--- src/rtl/vga_life_render.sv ---
// 640x480@60 Hz VGA renderer for the 16x16 Life board: the cell map is latched once
// per frame in vertical blank; grid lines, live cells and a cursor outline are drawn.
module vga_life_render #(
    parameter int CLK_DIV = 2,
    parameter int GRID_X0 = 128,
    parameter int GRID_Y0 = 48,
    parameter int CELL    = 24
) (
    input  logic         clk,
    input  logic         rst,
    input  logic [255:0] map_in,
    input  logic [3:0]   cursor_x,
    input  logic [3:0]   cursor_y,
    input  logic         cursor_en,
    output logic         hsync,
    output logic         vsync,
    output logic [7:0]   rgb,
    output logic         frame_start
);
    localparam int DW = (CLK_DIV > 1) ? $clog2(CLK_DIV) : 1;
    localparam int PW = $clog2(CELL + 1);

    localparam logic [DW-1:0] DIV_MAX = DW'(CLK_DIV - 1);
    localparam logic [PW-1:0] PX_MAX  = PW'(CELL - 1);
    localparam logic [9:0]    H_MAX   = 10'd799;
    localparam logic [9:0]    V_MAX   = 10'd524;
    // Cell counters are cleared on the pixel just before the grid starts.
    localparam logic [9:0]    X_RST   = 10'((GRID_X0 == 0) ? 799 : GRID_X0 - 1);
    localparam logic [9:0]    Y_RST   = 10'((GRID_Y0 == 0) ? 524 : GRID_Y0 - 1);
    localparam logic [9:0]    X_LO    = 10'(GRID_X0);
    localparam logic [9:0]    X_HI    = 10'(GRID_X0 + 16 * CELL - 1);
    localparam logic [9:0]    Y_LO    = 10'(GRID_Y0);
    localparam logic [9:0]    Y_HI    = 10'(GRID_Y0 + 16 * CELL - 1);

    localparam logic [7:0] C_BLANK  = 8'h00;
    localparam logic [7:0] C_BORDER = 8'b000_000_01;
    localparam logic [7:0] C_CURSOR = 8'b111_000_00;
    localparam logic [7:0] C_LINE   = 8'b010_010_01;
    localparam logic [7:0] C_LIVE   = 8'b000_111_00;

    typedef struct packed {
        logic [3:0]    row;
        logic [3:0]    col;
        logic [PW-1:0] py;
        logic [PW-1:0] px;
    } cell_pos_t;

    logic [DW-1:0] div;
    logic [9:0]    h, v;
    cell_pos_t     pos;
    logic [255:0]  snap;

    logic       pix_ce;
    logic       visible, in_grid, on_cursor;
    logic [7:0] pix_rgb;

    assign pix_ce = (div == '0);

    always_comb begin
        visible   = (h < 10'd640) && (v < 10'd480);
        in_grid   = (h >= X_LO) && (h <= X_HI) && (v >= Y_LO) && (v <= Y_HI);
        on_cursor = cursor_en && (pos.col == cursor_x) && (pos.row == cursor_y) &&
                    ((pos.px == '0) || (pos.px == PX_MAX) ||
                     (pos.py == '0) || (pos.py == PX_MAX));
        pix_rgb   = C_BLANK;
        if (!visible)                            pix_rgb = C_BLANK;
        else if (!in_grid)                       pix_rgb = C_BORDER;
        else if (on_cursor)                      pix_rgb = C_CURSOR;
        else if ((pos.px == '0) || (pos.py == '0)) pix_rgb = C_LINE;
        else if (snap[{pos.row, pos.col}])       pix_rgb = C_LIVE;
        else                                     pix_rgb = C_BLANK;
    end

    always_ff @(posedge clk) begin
        if (rst) begin
            div         <= '0;
            h           <= '0;
            v           <= '0;
            pos         <= '0;
            snap        <= '0;
            hsync       <= 1'b1;
            vsync       <= 1'b1;
            rgb         <= C_BLANK;
            frame_start <= 1'b0;
        end else begin
            div         <= (div == DIV_MAX) ? '0 : div + 1'b1;
            frame_start <= 1'b0;
            if (pix_ce) begin
                // Outputs lag the counters by one pixel; sync and colour share this stage.
                hsync <= ~((h >= 10'd656) && (h <= 10'd751));
                vsync <= ~((v >= 10'd490) && (v <= 10'd491));
                rgb   <= pix_rgb;

                if (h == H_MAX) begin
                    h <= '0;
                    v <= (v == V_MAX) ? '0 : v + 1'b1;
                end else begin
                    h <= h + 1'b1;
                end

                if (h == X_RST) begin
                    pos.px  <= '0;
                    pos.col <= '0;
                end else if (pos.px == PX_MAX) begin
                    pos.px  <= '0;
                    pos.col <= pos.col + 4'd1;
                end else begin
                    pos.px  <= pos.px + 1'b1;
                end

                if (h == H_MAX) begin
                    if (v == Y_RST) begin
                        pos.py  <= '0;
                        pos.row <= '0;
                    end else if (pos.py == PX_MAX) begin
                        pos.py  <= '0;
                        pos.row <= pos.row + 4'd1;
                    end else begin
                        pos.py  <= pos.py + 1'b1;
                    end
                end

                // Last pixel of the last visible line: latch the map for the next frame.
                if ((h == H_MAX) && (v == 10'd479)) begin
                    snap        <= map_in;
                    frame_start <= 1'b1;
                end
            end
        end
    end
endmodule

--- config.mk ---
export PLATFORM = sky130hd
export DESIGN_NAME = vga_life_render
export DESIGN_NICKNAME = d
export VERILOG_FILES = /design/src/rtl/vga_life_render.sv
export SDC_FILE = /design/constraint.sdc
export NUM_CORES = 1
export LEC_CHECK = 0
export BUFFER_PORTS_ARGS = -buffer_cell sky130_fd_sc_hd__buf_2
export CAP_MARGIN = 30
export CORE_MARGIN = 10
export CORE_UTILIZATION = 59
export CTS_CLUSTER_SIZE = 8
export DETAILED_ROUTE_END_ITERATION = 16
export PLACE_DENSITY_LB_ADDON = 0.05
export SLEW_MARGIN = 20
export SYNTH_ARGS = -nofsm -noshare
export SYNTH_HDL_FRONTEND = slang
export SYNTH_SLANG_ARGS = --single-unit
export TNS_END_PERCENT = 30
--- constraint.sdc ---
create_clock -name clk -period 5.46 [get_ports clk]
set_input_delay 1.092 -clock clk [delete_from_list [all_inputs] [get_ports clk]]
set_output_delay 1.092 -clock clk [all_outputs]
set_load 0.01 [all_outputs]
==> out/summary.txt, run 1 <==
Status: finished clean
Sink Count: 303
Worst VDD drop: 0.215 mV
Post-synthesis mux area share: 12.1%
NetSw: 0.984 mW
Setup_tns: 0 ns
Core ar.: 22400 sq um
Std-Cell Rows: 55
TritonCTS Buffers: 43
Worst path top cell family by delay: buffers and inverters
Ratio of cells with drive above 1 in the final layout: 22.9%
EDFF count, synth: 0
Critical Path, Cell by Cell: nand4b_1 > nor3b_2 > buf_4 > and3_1 > nand3_4 > buf_12 > buf_16 > nand2_1 > a21oi_1
First-pass GRT wire length: 57400 um
Total chip power: 4.73 mW
Post-DP HPWL: 24500 um
Max_slew headroom: 40.8%
Cts hold-fix bufs: 0
Final critical-path share of the clock period: 59.0%
Crit-path slowest cell: dfxtp_1
Adder-cell share of the synthesized area: 0.936%
Pin count of the biggest net entering global routing: 258
Leakage power: 5.72 nW
Synth area leaders: dfxtp_1 45%, nand2_1 15%, a21oi_1 10%, mux4_2 9.6%, clkbuf_1 2.0%
Max-slew violations: 0
Pwr per Cell Area: 299 nW/um^2
Met3 wire len: 2870 um
FFs w/ async S/R, synth: 0%
Setup CP Type: reg -> reg
Max Used Layer: met5
Count of final hold-check violations: 0
Initial DRT Pass Iterations: 5
Antenna Nets Post-Route: 0
Die Footprint: 29100 sq um
Post-synthesis cell count: 1569
Internal power: 3.74 mW
RSZ-0062 raised after global routing: false
Arr. time, crit path: 3.65 ns
CTS tree: yes
All-Layer GR Usage: 24.1%
GRT overflow: 0
Synth warn: 0
Avg WL per Cell: 17.8 um
CP endpoint kind: register
Max incr delay on CP: 0.82 ns
Comb pwr share: 3.7%
Total inserted antenna cells: 0
CTS max path bufs: 3
Wl on met1: 15400 um
WP data required: 5.89 ns
Prevailing post-synth register cell: dfxtp_1
Number of synthesized register bits: 303
Post-synthesis xor/xnor area fraction: 2.16%
Htree depth: 2
Drt total wl: 36800 um
Synthesized area: 13400 sq um
Residual DRC count: 0
Nets: 2059
Via density: 5.63
Final min period: 3.22 ns
Synth Area in Simple Gates: 21.1%
Flop pwr share: 47.2%
Compound-cell area share of the yosys netlist: 12.7%
CTS resizes: 0
Clk_skew: 0.00755 ns
Number of global-route vias before repair: 11300
DR vias: 11600
Worst min path class: reg -> reg
Worst path buffer plus inverter count: 3
Clk_lat worst skew: 0.51 ns
Startpoint Class: register
WHS: 0.447 ns
Post-Syn Nets: 1846
Die height: 171 um
Initial Util: 59.6%
Root Buffer: clkbuf_16
Metal2 WL: 17800 um
Cell variety after synth: 59
Chip Width: 171 um
Largest family of logic cells by synthesized area: simple AND/OR/NAND/NOR gates
Post-synthesis sequential area ratio: 45.4%
Clk slew on worst S/H paths: 0.05 ns
Setup violators final: 0
Area leader, netlist: dfxtp_1
Area grow syn2layout: 18.4%
Initial antenna violation count: 1
Postcts setup bufs: 0
Slew @ Worst Pin: 0.888 ns
Top-Level Pins: 278
PortBufs: 276
Share of the synthesized area in the top cell type: 45.4%
MaxCap Viol Count: 0
Switch share: 20.8%
Mean Syn Cell Area: 8.52 sq um
1st-iter DRT viols: 1034
GP Congestion: 0.829
Clk network pwr share: 49.2%
Max Clock Freq: 0.311 GHz
Worst-path maximum fanout: 180
==> layout make-up <==
class | count | area (sq um)
Clock buffer | 48 | 1140
Fill cell | 1821 | 6600
Inverter | 12 | 45.0
Multi-Input combinational cell | 1128 | 6590
Sequential cell | 303 | 6070
Tap cell | 285 | 357
Timing Repair Buffer | 294 | 1630
==> layout by cell type (no fill, tap or decap), drive strengths merged, types with 2 or more instances in the layout <==
| cell type | count |
|---|---|
| inv | 12 |
| nor2b | 10 |
| or2 | 3 |
| clkbuf | 50 |
| nor4 | 10 |
| xnor2 | 8 |
| a211o | 2 |
| a21oi | 273 |
| nor3b | 4 |
| nor2 | 48 |
| ha | 10 |
| o21ai | 12 |
| nand3 | 14 |
| and3 | 5 |
| xor2 | 25 |
| nand4 | 9 |
| a221oi | 2 |
| mux2 | 5 |
| nand3b | 5 |
| mux4 | 64 |
| dfxtp | 303 |
| a211oi | 2 |
| a22oi | 3 |
| nand4b | 4 |
| o22ai | 11 |
| o211ai | 3 |
| o41ai | 2 |
| nor3 | 21 |
| buf | 292 |
| nand2b | 8 |
| o21bai | 3 |
| or4b | 2 |
| nand2 | 538 |
| mux2i | 10 |
| a2111oi | 2 |
==> worst paths after layout <==
check | startpoint | to | slack [ns] | cells past startpoint
min reg2reg | snap[179]$_SDFFE_PP0P_ | snap[179]$_SDFFE_PP0P_ | 0.45 | 2
max | div$_SDFF_PP0_ | snap[63]$_SDFFE_PP0P_ | 2.24 | 9
max reg2reg | div$_SDFF_PP0_ | snap[63]$_SDFFE_PP0P_ | 2.24 | 9
min | snap[179]$_SDFFE_PP0P_ | snap[179]$_SDFFE_PP0P_ | 0.45 | 2
==> tightest hold or removal path, cell delays in order, from the launching register on <==
cell     delay [ns]
dfxtp_1        0.30
nand2_1        0.05
a21oi_1        0.05
==> through the flow <==
step / setup slack (ns) / cells / cell area [sq um] / util (%)
after floorplan: 3.19 / 1569 / 13400 / -
after global placement: 2.13 / 2018 / 14600 / 65.1
after detailed placement: 2.08 / 2018 / 14600 / 65.1
after CTS: 2.06 / 2066 / 15700 / 70.2
after global routing: 2.03 / 2070 / 15800 / 70.6
final: 2.24 / 2070 / 15800 / 70.6
==> cells by family (layout without fill, tap and decap cells) <==
| logic type | Yosys count | in the layout |
|---|---|---|
| flops | 303 | 303 |
| fa+ha+maj | 10 | 10 |
| simple gates | 685 | 685 |
| mux | 79 | 79 |
| buf+inv | 138 | 354 |
| xor+xnor | 33 | 33 |
| other cells | 1 | 1 |
| compound gates | 320 | 320 |
==> per-layer routing <==
| metal | vias to the layer above | GRT usage [%] |
|---|---|---|
| li1 | 5717 | - |
| met1 | 5473 | 30.9 |
| met2 | 391 | 39.7 |
| met3 | 62 | 6.29 |
| met4 | 2 | 6.18 |
| met5 | - | 0 |
==> state kept, by name (all words and copies together), names as in the netlist <==
name / flops
div: 1
rgb: 5
h: 10
frame_start: 1
hsync: 1
vsync: 1
pos: 18
v: 10
snap: 256
==> power by group through the flow <==
| stage | logic, mW | clock network (mW) | registers [mW] |
|---|---|---|---|
| 6_report | 0.173 | 2.33 | 2.23 |
| 5_1_grt | 0.188 | 2.45 | 2.23 |
| 4_1_cts | 0.172 | 2.35 | 2.23 |
| 3_5_place_dp | 0.170 | 0 | 2.27 |
| 2_1_floorplan | 0.0538 | 0 | 2.27 |
| 3_3_place_gp | 0.172 | 0 | 2.27 |
==> synthesized netlist by cell type, drive strengths merged, types with 4 or more instances <==
cell	instances
o21ai	12
nand2	538
nand4	9
ha	10
nand2b	8
mux2i	10
mux4	64
xor2	25
mux2	5
nor4	10
xnor2	8
nor2b	10
and3	5
nand3b	5
nand3	14
o22ai	11
buf	52
nor3b	4
dfxtp	303
nor3	21
nand4b	4
a21oi	273
nor2	48
inv	12
clkbuf	74
Power figures use the tool's default switching activity.
==> run 2, diff against run 1 <==
ABC_AREA = 1   (was not set)
CORE_UTILIZATION = 51   (was 59)
clock period = 2.7 ns   (was 5.46 ns; I/O delays follow)
==> run 2 against run 1 <==
Clock power increased by 100%. Setup slack got worse by 2.1 ns. Combinational power increased by 150%. Critical path depth increased by 3. Total power increased by 100%. Register-to-register slack got worse by 2.1 ns. Core utilization decreased by 10 points. Synthesized area increased by 17%. First-iteration DRC count decreased by 24%. Clock skew increased by 0.0097 ns. Die area increased by 31%.
==> out/summary.txt, run 2 <==
Number of global-route vias before repair: 13400
WP data required: 3.10 ns
Max_slew headroom: 55.2%
GRT Max-Usage Layer: met2
Avg WL per Cell: 16.7 um
Cts hold-fix bufs: 0
1st-iter DRT viols: 786
Synth warn: 0
RSZ-0062 raised after global routing: true
Sink Count: 303
Root Buffer: clkbuf_16
Flop pwr share: 46.9%
Std-Cell Rows: 64
Worst VDD drop: 0.384 mV
EDFF count, synth: 0
FFs w/ async S/R, synth: 0%
Post-synthesis cell count: 2014
Residual DRC count: 0
Final core utilization: 60.4%
Chip Width: 195 um
CP endpoint kind: register
Final min period: 2.58 ns
Dpl ws: 0.158 ns
Clk_lat worst skew: 0.53 ns
Flip-flop count of the largest register after layout: 256
Die Footprint: 38200 sq um
Pin count of the biggest net entering global routing: 107
Max incr delay on CP: 0.40 ns
Startpoint Class: register
Via density: 5.18
Met3 usage: 4.25%
Worst-path maximum fanout: 69
Post-Syn Nets: 2291
Htree depth: 2
Ratio of cells with drive above 1 in the final layout: 28.3%
Synthesized area: 15700 sq um
Largest reg by FF count: snap
Initial DRT Pass Iterations: 5
Max-slew violations: 0
Cell variety after synth: 37
Number of synthesized register bits: 303
TritonCTS Buffers: 43
Prevailing post-synth register cell: dfxtp_1
Most frequent cells in the layout: 320 x inv_1, 300 x dfxtp_1, 294 x nor2_1
Mean Syn Cell Area: 7.80 sq um
Met2 Use GR: 35.8%
Pwr per Cell Area: 521 nW/um^2
Final setup margin: 0.119 ns
Arr. time, crit path: 2.98 ns
Die height: 195 um
WHS: 0.284 ns
Drt total wl: 43900 um
Clk network pwr share: 48.7%
Synth area leaders: dfxtp_1 39%, a211oi_2 20%, inv_1 7.6%, nor2_1 7.1%, nand2_1 7.0%
Post-synth top cells: 320 x inv_1, 303 x dfxtp_1, 298 x nor2_1
Clk slew on worst S/H paths: 0.05 ns
Max Clock Freq: 0.387 GHz
Count of final hold-check violations: 0
All-Layer GR Usage: 22.1%
PortBufs: 276
Setup violators final: 0
Post-DP HPWL: 30000 um
Share of the synthesized area in the top cell type: 38.6%
M1 GR Usage: 29.3%
Commonest non-fill, non-tap cell in the layout: inv_1
Core ar.: 30500 sq um
Internal power: 7.47 mW
NetSw: 2.14 mW
Area grow syn2layout: 17.3%
Setup CP Type: reg -> reg
Switch share: 22.2%
Final critical-path share of the clock period: 95.6%
Post-synthesis sequential area ratio: 38.6%
CTS tree: yes
Worst min path class: in -> reg
Crit-path slowest cell: dfxtp_1
MaxCap Viol Count: 0
Leakage power: 7.39 nW
Slew @ Worst Pin: 0.671 ns
Area leader, netlist: dfxtp_1
Worst path buffer plus inverter count: 3
Nets: 2507
GRT overflow: 0
Clk_skew: 0.0173 ns
Most frequent cell after synthesis: inv_1
Comb pwr share: 4.4%
Initial antenna violation count: 1
Status: finished clean
GP Congestion: 0.806
Initial Util: 51.5%
Total inserted antenna cells: 0
Critical Path, Cell by Cell: ha_2 > nand2_1 > nor3_4 > nand2_2 > nor2_8 > inv_2 > nor3_4 > nand3_4 > buf_12 > buf_12 > nor2_1 > a211oi_2
First-pass GRT wire length: 70400 um
DR vias: 13600
Top Registers: snap: 256 flops, pos: 18 flops
Antenna Nets Post-Route: 0
Top-Level Pins: 278
CTS max path bufs: 3
Worst path top cell family by delay: simple AND/OR/NAND/NOR gates
==> run 2: final timing paths <==
path                               from  slack (ns)  cells after the start                     end
hold / removal               map_in[62]        0.28                      3   snap[62]$_SDFFE_PP0P_
setup / recovery      h[1]$_SDFFE_PP0N_        0.12                     12  snap[123]$_SDFFE_PP0P_
setup reg to reg      h[1]$_SDFFE_PP0N_        0.12                     12  snap[123]$_SDFFE_PP0P_
hold reg to reg   snap[11]$_SDFFE_PP0P_        0.46                      2   snap[11]$_SDFFE_PP0P_
==> run 2: repair_timing <==
action	CTS	global route
setup buffers	0	2
endpoints found under the setup margin	0	59
resized for setup	0	10
==> run 2: stage by stage <==
step           TNS [ns]  power (mW)  cells  instance area (sq um)
5_1_grt           -1.01        9.91   2629                  18400
3_5_place_dp          0        5.01   2579                  17300
4_1_cts               0        9.70   2627                  18400
6_report              0        9.61   2629                  18400
3_3_place_gp          0        5.01   2579                  17300
2_1_floorplan         0        4.73   2014                  15700
==> run 2: tightest hold or removal path, cell delays in order <==
cell	delay [ns]
buf_2	0.07
nor2_1	0.04
a211oi_2	0.12
==> run 2: kinds of logic after synthesis <==
group | synth area share, %
buffers and inverters | 13.0
xor gates and xnor gates | 0.390
adders and majority gates | 0.797
AOI/OAI and AO/OA | 25.1
and+or+nand+nor | 22.0
DFF | 38.6
other | 0.0239
==> run 2: power by group through the flow <==
stage | Sequential, mW | Combinational, mW | Clock, mW
finish | 4.50 | 0.424 | 4.68
global route | 4.50 | 0.458 | 4.96
CTS | 4.50 | 0.425 | 4.77
detailed placement | 4.59 | 0.422 | 0
global placement | 4.59 | 0.426 | 0
floorplan | 4.59 | 0.144 | 0
==> run 2: routing by layer <==
layer | vias to the layer above | share of wire, %
li1 | 6991 | -
met1 | 6203 | 46
met2 | 345 | 46
met3 | 75 | 6.1
met4 | 2 | 1.9
met5 | - | 0.016
==> run 2: area by class of cell <==
| type | count | area [sq um] |
|---|---|---|
| inverter | 326 | 1220 |
| clock buffer | 45 | 1080 |
| clock inverter | 3 | 26.3 |
| tap | 396 | 495 |
| timing repair buffer | 317 | 1900 |
| fill | 2851 | 12100 |
| multi-input combinational | 1239 | 7620 |
| sequential | 303 | 6070 |
